<file path="src/rtl/csr_regfile.sv">
// Machine-mode CSR file: ID-stage reads, WB-stage writes, trap entry / mret commit, registered PC redirect.
// Define CSR_COUNTER_EN to build the mcycle (0xB00) and minstret (0xB02) counters.
module csr_regfile #(
    parameter logic [63:0] MTVEC_RESET   = 64'h0,
    parameter logic [63:0] MSTATUS_RESET = 64'h0000_0000_0000_1800
) (
    input  logic        clk,
    input  logic        rst,
    input  logic [11:0] csr_addr_id,
    output logic [63:0] csr_val_id,
    output logic        csr_illegal_id,
    input  logic        is_csr_wb,
    input  logic [11:0] csr_addr_wb,
    input  logic [63:0] csr_wdata_wb,
    input  logic        inst_retire_wb,
    input  logic        trap_valid_wb,
    input  logic [63:0] trap_cause_wb,
    input  logic [63:0] trap_pc_wb,
    input  logic [63:0] trap_tval_wb,
    input  logic        mret_wb,
    output logic        redirect_valid,
    output logic [63:0] redirect_pc,
    input  logic        redirect_ready
);

    localparam logic [11:0] ADDR_MSTATUS  = 12'h300;
    localparam logic [11:0] ADDR_MIE      = 12'h304;
    localparam logic [11:0] ADDR_MTVEC    = 12'h305;
    localparam logic [11:0] ADDR_MSCRATCH = 12'h340;
    localparam logic [11:0] ADDR_MEPC     = 12'h341;
    localparam logic [11:0] ADDR_MCAUSE   = 12'h342;
    localparam logic [11:0] ADDR_MTVAL    = 12'h343;
    localparam logic [11:0] ADDR_MIP      = 12'h344;
`ifdef CSR_COUNTER_EN
    localparam logic [11:0] ADDR_MCYCLE   = 12'hB00;
    localparam logic [11:0] ADDR_MINSTRET = 12'hB02;
`endif

    // MPP[12:11], MPIE[7], MIE[3] are the only bits that exist in mstatus
    localparam logic [63:0] MSTATUS_WMASK = 64'h0000_0000_0000_1888;

    typedef enum logic {
        ST_IDLE = 1'b0,
        ST_PEND = 1'b1
    } state_t;

    state_t      r_state;
    state_t      w_state_nxt;

    logic [63:0] r_mstatus;
    logic [63:0] r_mie;
    logic [63:0] r_mtvec;
    logic [63:0] r_mscratch;
    logic [63:0] r_mepc;
    logic [63:0] r_mcause;
    logic [63:0] r_mtval;
    logic [63:0] r_redirect_pc;

    logic [63:0] w_mip;
    logic        w_trap;
    logic        w_mret;
    logic        w_wr;
    logic        w_event;
    logic [63:0] w_tvec_base;
    logic [63:0] w_trap_target;
    logic [63:0] w_redirect_tgt;

    function automatic logic [63:0] mstatus_on_trap(input logic [63:0] ms);
        logic [63:0] v;
        v        = ms & MSTATUS_WMASK;
        v[7]     = ms[3];
        v[3]     = 1'b0;
        v[12:11] = 2'b11;
        return v;
    endfunction

    function automatic logic [63:0] mstatus_on_mret(input logic [63:0] ms);
        logic [63:0] v;
        v        = ms & MSTATUS_WMASK;
        v[3]     = ms[7];
        v[7]     = 1'b1;
        v[12:11] = 2'b11;
        return v;
    endfunction

    assign w_mip   = 64'h0;
    assign w_trap  = trap_valid_wb;
    assign w_mret  = mret_wb & ~trap_valid_wb;
    assign w_wr    = is_csr_wb & ~trap_valid_wb & ~mret_wb;
    assign w_event = w_trap | w_mret;

    assign w_tvec_base = {r_mtvec[63:2], 2'b00};

    // Vectored mode only applies to interrupts; exceptions always go to the base
    always_comb begin
        w_trap_target = w_tvec_base;
        if (r_mtvec[1:0] == 2'b01 && trap_cause_wb[63]) begin
            w_trap_target = w_tvec_base + {56'h0, trap_cause_wb[5:0], 2'b00};
        end
    end

    assign w_redirect_tgt = w_trap ? w_trap_target : r_mepc;

`ifdef CSR_COUNTER_EN
    logic [63:0] r_mcycle;
    logic [63:0] r_minstret;

    always_ff @(posedge clk) begin
        if (rst) begin
            r_mcycle   <= 64'h0;
            r_minstret <= 64'h0;
        end else begin
            if (w_wr && csr_addr_wb == ADDR_MCYCLE) begin
                r_mcycle <= csr_wdata_wb;
            end else begin
                r_mcycle <= r_mcycle + 64'd1;
            end
            if (w_wr && csr_addr_wb == ADDR_MINSTRET) begin
                r_minstret <= csr_wdata_wb;
            end else if (inst_retire_wb) begin
                r_minstret <= r_minstret + 64'd1;
            end
        end
    end
`else
    logic w_unused_retire;
    assign w_unused_retire = inst_retire_wb;
`endif

    always_comb begin
        csr_val_id     = 64'h0;
        csr_illegal_id = 1'b0;
        case (csr_addr_id)
            ADDR_MSTATUS:  csr_val_id = r_mstatus;
            ADDR_MIE:      csr_val_id = r_mie;
            ADDR_MTVEC:    csr_val_id = r_mtvec;
            ADDR_MSCRATCH: csr_val_id = r_mscratch;
            ADDR_MEPC:     csr_val_id = r_mepc;
            ADDR_MCAUSE:   csr_val_id = r_mcause;
            ADDR_MTVAL:    csr_val_id = r_mtval;
            ADDR_MIP:      csr_val_id = w_mip;
`ifdef CSR_COUNTER_EN
            ADDR_MCYCLE:   csr_val_id = r_mcycle;
            ADDR_MINSTRET: csr_val_id = r_minstret;
`endif
            default:       csr_illegal_id = 1'b1;
        endcase
    end

    // Commit: trap beats mret beats a plain CSR write; losers are dropped whole
    always_ff @(posedge clk) begin
        if (rst) begin
            r_mstatus  <= MSTATUS_RESET & MSTATUS_WMASK;
            r_mie      <= 64'h0;
            r_mtvec    <= MTVEC_RESET;
            r_mscratch <= 64'h0;
            r_mepc     <= 64'h0;
            r_mcause   <= 64'h0;
            r_mtval    <= 64'h0;
        end else if (w_trap) begin
            r_mepc    <= {trap_pc_wb[63:2], 2'b00};
            r_mcause  <= trap_cause_wb;
            r_mtval   <= trap_tval_wb;
            r_mstatus <= mstatus_on_trap(r_mstatus);
        end else if (w_mret) begin
            r_mstatus <= mstatus_on_mret(r_mstatus);
        end else if (w_wr) begin
            case (csr_addr_wb)
                ADDR_MSTATUS:  r_mstatus  <= csr_wdata_wb & MSTATUS_WMASK;
                ADDR_MIE:      r_mie      <= csr_wdata_wb;
                ADDR_MTVEC:    r_mtvec    <= csr_wdata_wb;
                ADDR_MSCRATCH: r_mscratch <= csr_wdata_wb;
                ADDR_MEPC:     r_mepc     <= {csr_wdata_wb[63:2], 2'b00};
                ADDR_MCAUSE:   r_mcause   <= csr_wdata_wb;
                ADDR_MTVAL:    r_mtval    <= csr_wdata_wb;
                default:       ;
            endcase
        end
    end

    always_ff @(posedge clk) begin
        if (rst) begin
            r_state       <= ST_IDLE;
            r_redirect_pc <= 64'h0;
        end else begin
            r_state <= w_state_nxt;
            if (w_event) begin
                r_redirect_pc <= w_redirect_tgt;
            end
        end
    end

    // A new trap/mret while pending re-targets the redirect even if fetch is accepting
    always_comb begin
        w_state_nxt    = r_state;
        redirect_valid = 1'b0;
        case (r_state)
            ST_IDLE: begin
                if (w_event) begin
                    w_state_nxt = ST_PEND;
                end
            end
            ST_PEND: begin
                redirect_valid = 1'b1;
                if (!w_event && redirect_ready) begin
                    w_state_nxt = ST_IDLE;
                end
            end
            default: w_state_nxt = ST_IDLE;
        endcase
    end

    assign redirect_pc = r_redirect_pc;

endmodule

</file>
<file path="config.mk">
export PLATFORM = sky130hd
export DESIGN_NAME = csr_regfile
export DESIGN_NICKNAME = d
export VERILOG_FILES = /design/src/rtl/csr_regfile.sv
export SDC_FILE = /design/constraint.sdc
export NUM_CORES = 1
export LEC_CHECK = 0
export CAP_MARGIN = 0
export CORE_MARGIN = 5
export CORE_UTILIZATION = 53
export CTS_CLUSTER_DIAMETER = 200
export DETAILED_ROUTE_END_ITERATION = 7
export PLACE_DENSITY_LB_ADDON = 0.15
export SLEW_MARGIN = 20
export SYNTH_ARGS = -nofsm -noshare
export SYNTH_HDL_FRONTEND = slang
export SYNTH_SLANG_ARGS = --single-unit
</file>
<file path="constraint.sdc">
create_clock -name clk -period 2.95 [get_ports clk]
set_input_delay 0.4425 -clock clk [delete_from_list [all_inputs] [get_ports clk]]
set_output_delay 0.4425 -clock clk [all_outputs]
set_load 0.01 [all_outputs]
</file>
# Yosys cells after proc, flatten, opt, wreduce, memory -nomap -nowiden
# Index checks and enable logic that the tools add are counted.
dict set report word_totals {
  ff_bits 451
  latch_bits 0
  mem_bits_rw 0
  rom_bits 0
  out_inout_bits 130
  n_memories 0
}
dict set report classes {
  n_addsub 1
  mul 0
  div_mod_pow 0
  magnitude_cmp 0
  n_eq_ne 17
  n_shift 0
  n_mux 24
  bitwise 8
  n_reduce_logical 23
}
# op n
set ops {}
lappend ops {{64-bit two-way mux} 14}
lappend ops {{64-bit one-hot mux with 7 select lines} 1}
lappend ops {{12-bit by 10-bit equality test with 1-bit output, second input constant} 15}
lappend ops {{64-bit by 8-bit adder with 64-bit output} 1}
lappend ops {{8-bit two-way mux} 4}
lappend ops {{4-bit AND reduction} 3}
lappend ops {{2-bit nonzero test} 6}
lappend ops {{3-bit AND reduction} 3}
lappend ops {{8-bit OR reduction} 1}
lappend ops {{2-bit AND reduction} 3}
lappend ops {{3-bit nonzero test} 2}
lappend ops {{1-bit two-way mux} 4}
lappend ops {{1-bit inverter} 4}
lappend ops {{1-bit AND} 3}
lappend ops {{3-bit OR reduction} 1}
lappend ops {{2-bit by 1-bit equality test with 1-bit output, second input constant} 1}
lappend ops {{1-bit logical AND} 2}
lappend ops {{2-bit != test, second input constant} 1}
lappend ops {{1-bit one-hot mux with 2 select lines} 1}
lappend ops {{2-bit OR reduction} 1}
lappend ops {{1-bit zero test} 1}
lappend ops {{1-bit OR} 1}

# Logic depth before layout (Yosys ltp)
dict set report depth {
  word_depth 7
  depth_mapped 8
  depth_no_buf 8
}

# Least setup slack after synthesis
# OpenSTA, ideal clock, no wires.
dict set report synth_path {
  kind {input port to flip-flop}
  from {in csr_addr_wb[5]}
  to {reg r_mcause[43]}
  setup_ns 0.114
  arrival_time_ns 2.513
  required_ns 2.836
  slack_ns 0.323
  stages 8
  path_cell_list {or4b_4 or4b_4 nor4b_4 buf_6 buf_8 mux2i_1 o21ai_1 and2b_1}
}
dict set report synth_via {
  elab_chain_len 3
}
# element line_no
set synth_rtl {}
lappend synth_rtl {{start, declared} 13} ;# input logic [11:0] csr_addr_wb,
lappend synth_rtl {{12-bit by 10-bit equality test with 1-bit output} 168} ;# case (csr_addr_wb)
lappend synth_rtl {{2-bit nonzero test (no line)} n/a}
lappend synth_rtl {{3-bit AND reduction (no line)} n/a}
lappend synth_rtl {{end signal, assigned} 162} ;# r_mcause <= trap_cause_wb;
lappend synth_rtl {{end signal, assigned} 174} ;# ADDR_MCAUSE: r_mcause <= csr_wdata_wb;
lappend synth_rtl {{end, declared} 55} ;# logic [63:0] r_mcause;
# No other way between the ends.
# A chain may end at the register's enable or synchronous reset.

# Worst setup path after layout
dict set report layout_path {
  from {in csr_addr_id[6]}
  to {out csr_val_id[4]}
}
dict set report layout_via {
  elab_chain_len 2
  elab_cells_between_ends 8
  cone_classes {eq/ne: 7; mux: 1}
}
# element line_no
set layout_rtl {}
lappend layout_rtl {{start, declared} 9} ;# input logic [11:0] csr_addr_id,
lappend layout_rtl {{12-bit by 10-bit equality test with 1-bit output} 133} ;# case (csr_addr_id)
lappend layout_rtl {{64-bit one-hot mux with 7 select lines (*)} 133}
lappend layout_rtl {{end, declared} 10} ;# output logic [63:0] csr_val_id,
# Every way passes the cells marked *; elsewhere a longest branch is shown, timed or not.

==> metrics.cfg <==
[outcome]
status = completed

[synth]
syn_area_per_cell_um2 = 8.07
synth_edf_count = 0
synthMuxAreaShare = 0.128
synth_adder_area_share = 0.00422
synth_top_family_by_area = simple AND/OR/NAND/NOR gates
synthFlopType = dfxtp_1
syn-cell-area_mm2 = 0.0225
synth-compound-area-share = 0.183
synth_cells = 2790
synth_seq_cells = 449
yosys.area_share.simple = 0.220
synth-seq-area-share = 0.399
synth_warnings = 0
yosys.area_share.xor_xnor = 0.0198
async_flop_share = 0
synth_cell_types = 64

[placement]
gp_congestion = 0.872
io_buffers = 411
dp_hpwl_mm = 53.2
dp_slack_ns = -0.554

[global_routing]
overflow = 0
grt_max_degree = 207
antenna_found_initial = 3
grt_pass1_vias = 23029
grt_use_total = 0.346
grt_pass1_wl_mm = 131

[setup_path]
cp-start-kind = input pin
critPathMaxFanout = 5
critPathRequiredTime_ns = 2.51
crit_path_end_kind = output pin
critPathArrivalTime_ns = 2.41
critPathKind = in -> out

[pwr]
peakVddDrop_uv = 389
p_total_mw = 14.1
combPwrFrac = 0.103
intPower_mw = 10.7
power_switching_mw = 3.34
power_density_mw_per_mm2 = 469
leakagePower_nw = 11.1
pwr-share-seq = 0.453
clkPwrFrac = 0.444
p_sw_frac = 0.237

[routing]
detail_route.wl_per_cell_um = 22.6
drt-vias-per-instance = 6.12
ant_nets = 0
first_pass_iters = 6
drc = 0
drtIter0Drc = 2649
routed_wl_mm = 84.4
via_count = 22906

[die]
ioPinCount = 417
num_rows = 75
die_x_um = 216
die_area_mm2 = 0.0467
initial_core_util = 0.537
core_mm2 = 0.0419
die_h_um = 216

[sta]
max_clock_freq_mhz = 350
relSlewSlack = 0.168
fin_crit_ns = 2.86
period_share = 0.968
worst_pin_slew_ns = 1.25
finalMaxSlewViolations = 0
grt_setup_unrepaired = false
layout_setup_ws_ns = 0.0930
finalSetupViolCount = 0
finalHoldViolCount = 0
skew_ns = 0.0143

[clock_tree]
clockBufferDepth = 3
clkLatencyLatePin_ns = 0.59
h-tree-depth = 2
clk_pin_slew_ns = 0.06
cts_tree = done
cts_buffers = 49
clockRootBuffer = clkbuf_16
cts_sinks = 449

[run]
maxCapViolCount = 0

[worst_hold_path]
min_path_type = in -> reg

[layout]
area_growth_pct = 33.3
drive_gt1_frac = 0.148
antennaDiodeCount = 0
nNetsFinal = 3465
nFillCells = 3241
post-route-util = 0.716

cell families (layout without fill, tap and decap cells):
family	count (synthesis)	after routing
flops	449	449
compound gates	658	658
mux	271	271
fa+ha+maj	7	7
xor+xnor	51	51
buf+inv	240	651
other cells	1	2
simple gates	1113	1113
state kept, by name, indices dropped and copies added (netlist names):
signal       flops
r_mcause        64
r_mepc          62
r_mie           64
r_mscratch      64
r_mstatus        4
r_mtval         64
r_mtvec         64
r_state          1
redirect_pc     62
final timing paths:
| path | end | cells past startpoint | slack, ns | start |
|---|---|---|---|---|
| max | csr_val_id[4] | 11 | 0.09 | csr_addr_id[6] |
| min | r_mtval[41] | 2 | 0.20 | rst |
| max reg2reg | redirect_pc[56] | 5 | 0.17 | r_mtvec[12] |
| min reg2reg | r_mie[39] | 2 | 0.45 | r_mie[39] |
synthesized netlist by cell type, types with 15 or more instances:
cell	n	area (um2)
xor2_1	23	201
o21ai_1	60	300
a21oi_1	263	1320
nand2_1	724	2720
nand4_1	20	125
nor3_1	21	105
clkbuf_1	193	724
dfxtp_1	449	8990
mux2i_1	141	1410
a211oi_1	102	766
xnor2_1	28	245
nor2_1	82	308
buf_2	15	75.1
a22oi_1	127	953
nand3_1	79	395
nor2b_1	111	694
a21o_1	65	488
mux2_2	130	1460
stage by stage:
step                      hold slack, ns  std cells  instance area (um2)  TNS (ns)
final                              0.198       3741                30000         0
after global routing               0.217       3741                30000         0
after CTS                          0.184       3740                30000         0
after detailed placement           0.443       3624                27700    -80.45
after global placement             0.438       3624                27700    -66.86
after floorplan                    0.431       2791                22500         0
cell type report:
type	count	area, um2	share of cell area
sequential	449	8990	0.299
multi-input combinational	2102	12700	0.424
clock buffer	69	1440	0.0481
inverter	10	37.5	0.00125
tap	539	674	0.0225
clock inverter	13	171	0.00571
timing repair buffer	559	5990	0.200
routing by layer:
layer  share of wire  GRT usage  vias up  routed length, um
met2            0.46      0.561     1252              39200
met5         0.00026          0        -                 22
met4           0.044      0.151        4               3700
met3            0.10     0.0821      247               8410
li1                -          -    10451                  -
met1            0.39      0.444    10952              33100
worst max-delay path, cell delays in order:
cell             delay [ns]
clkdlybuf4s50_1        0.48
buf_4                  0.11
nand2b_1               0.17
buf_4                  0.16
nor2_4                 0.04
buf_12                 0.13
buf_12                 0.14
buf_16                 0.14
a22oi_1                0.30
nand3_2                0.13
buf_6                  0.15
placed cells by master (no fill, tap or decap), types with 47 or more instances in the layout:
cell / n
nor2_1: 80
clkbuf_16: 51
a21o_1: 65
dfxtp_1: 449
a21oi_1: 263
buf_4: 78
mux2i_1: 141
mux2_2: 130
a22oi_1: 123
nor2b_1: 110
nand2_1: 716
o21ai_1: 60
a211oi_1: 102
nand3_1: 70
clkdlybuf4s50_1: 335
buf_12: 47
power groups by stage:
stage	clock network, mW	logic [mW]	registers, mW
6_report	6.25	1.45	6.38
5_1_grt	6.56	1.55	6.40
4_1_cts	6.28	1.43	6.38
3_5_place_dp	0	1.42	6.51
3_3_place_gp	0	1.39	6.50
2_1_floorplan	0	0.666	6.48
repair_timing:
item / 4_1_cts / 5_1_grt
cloned: 17 / 0
endpoints found under the hold margin: 0 / 0
setup endpoints to repair: 64 / 64
setup buffers: 17 / 1
resized for setup: 321 / 11
hold buffers: 0 / 0
pin swaps: 19 / 7
(Power assumes the default switching activity.)
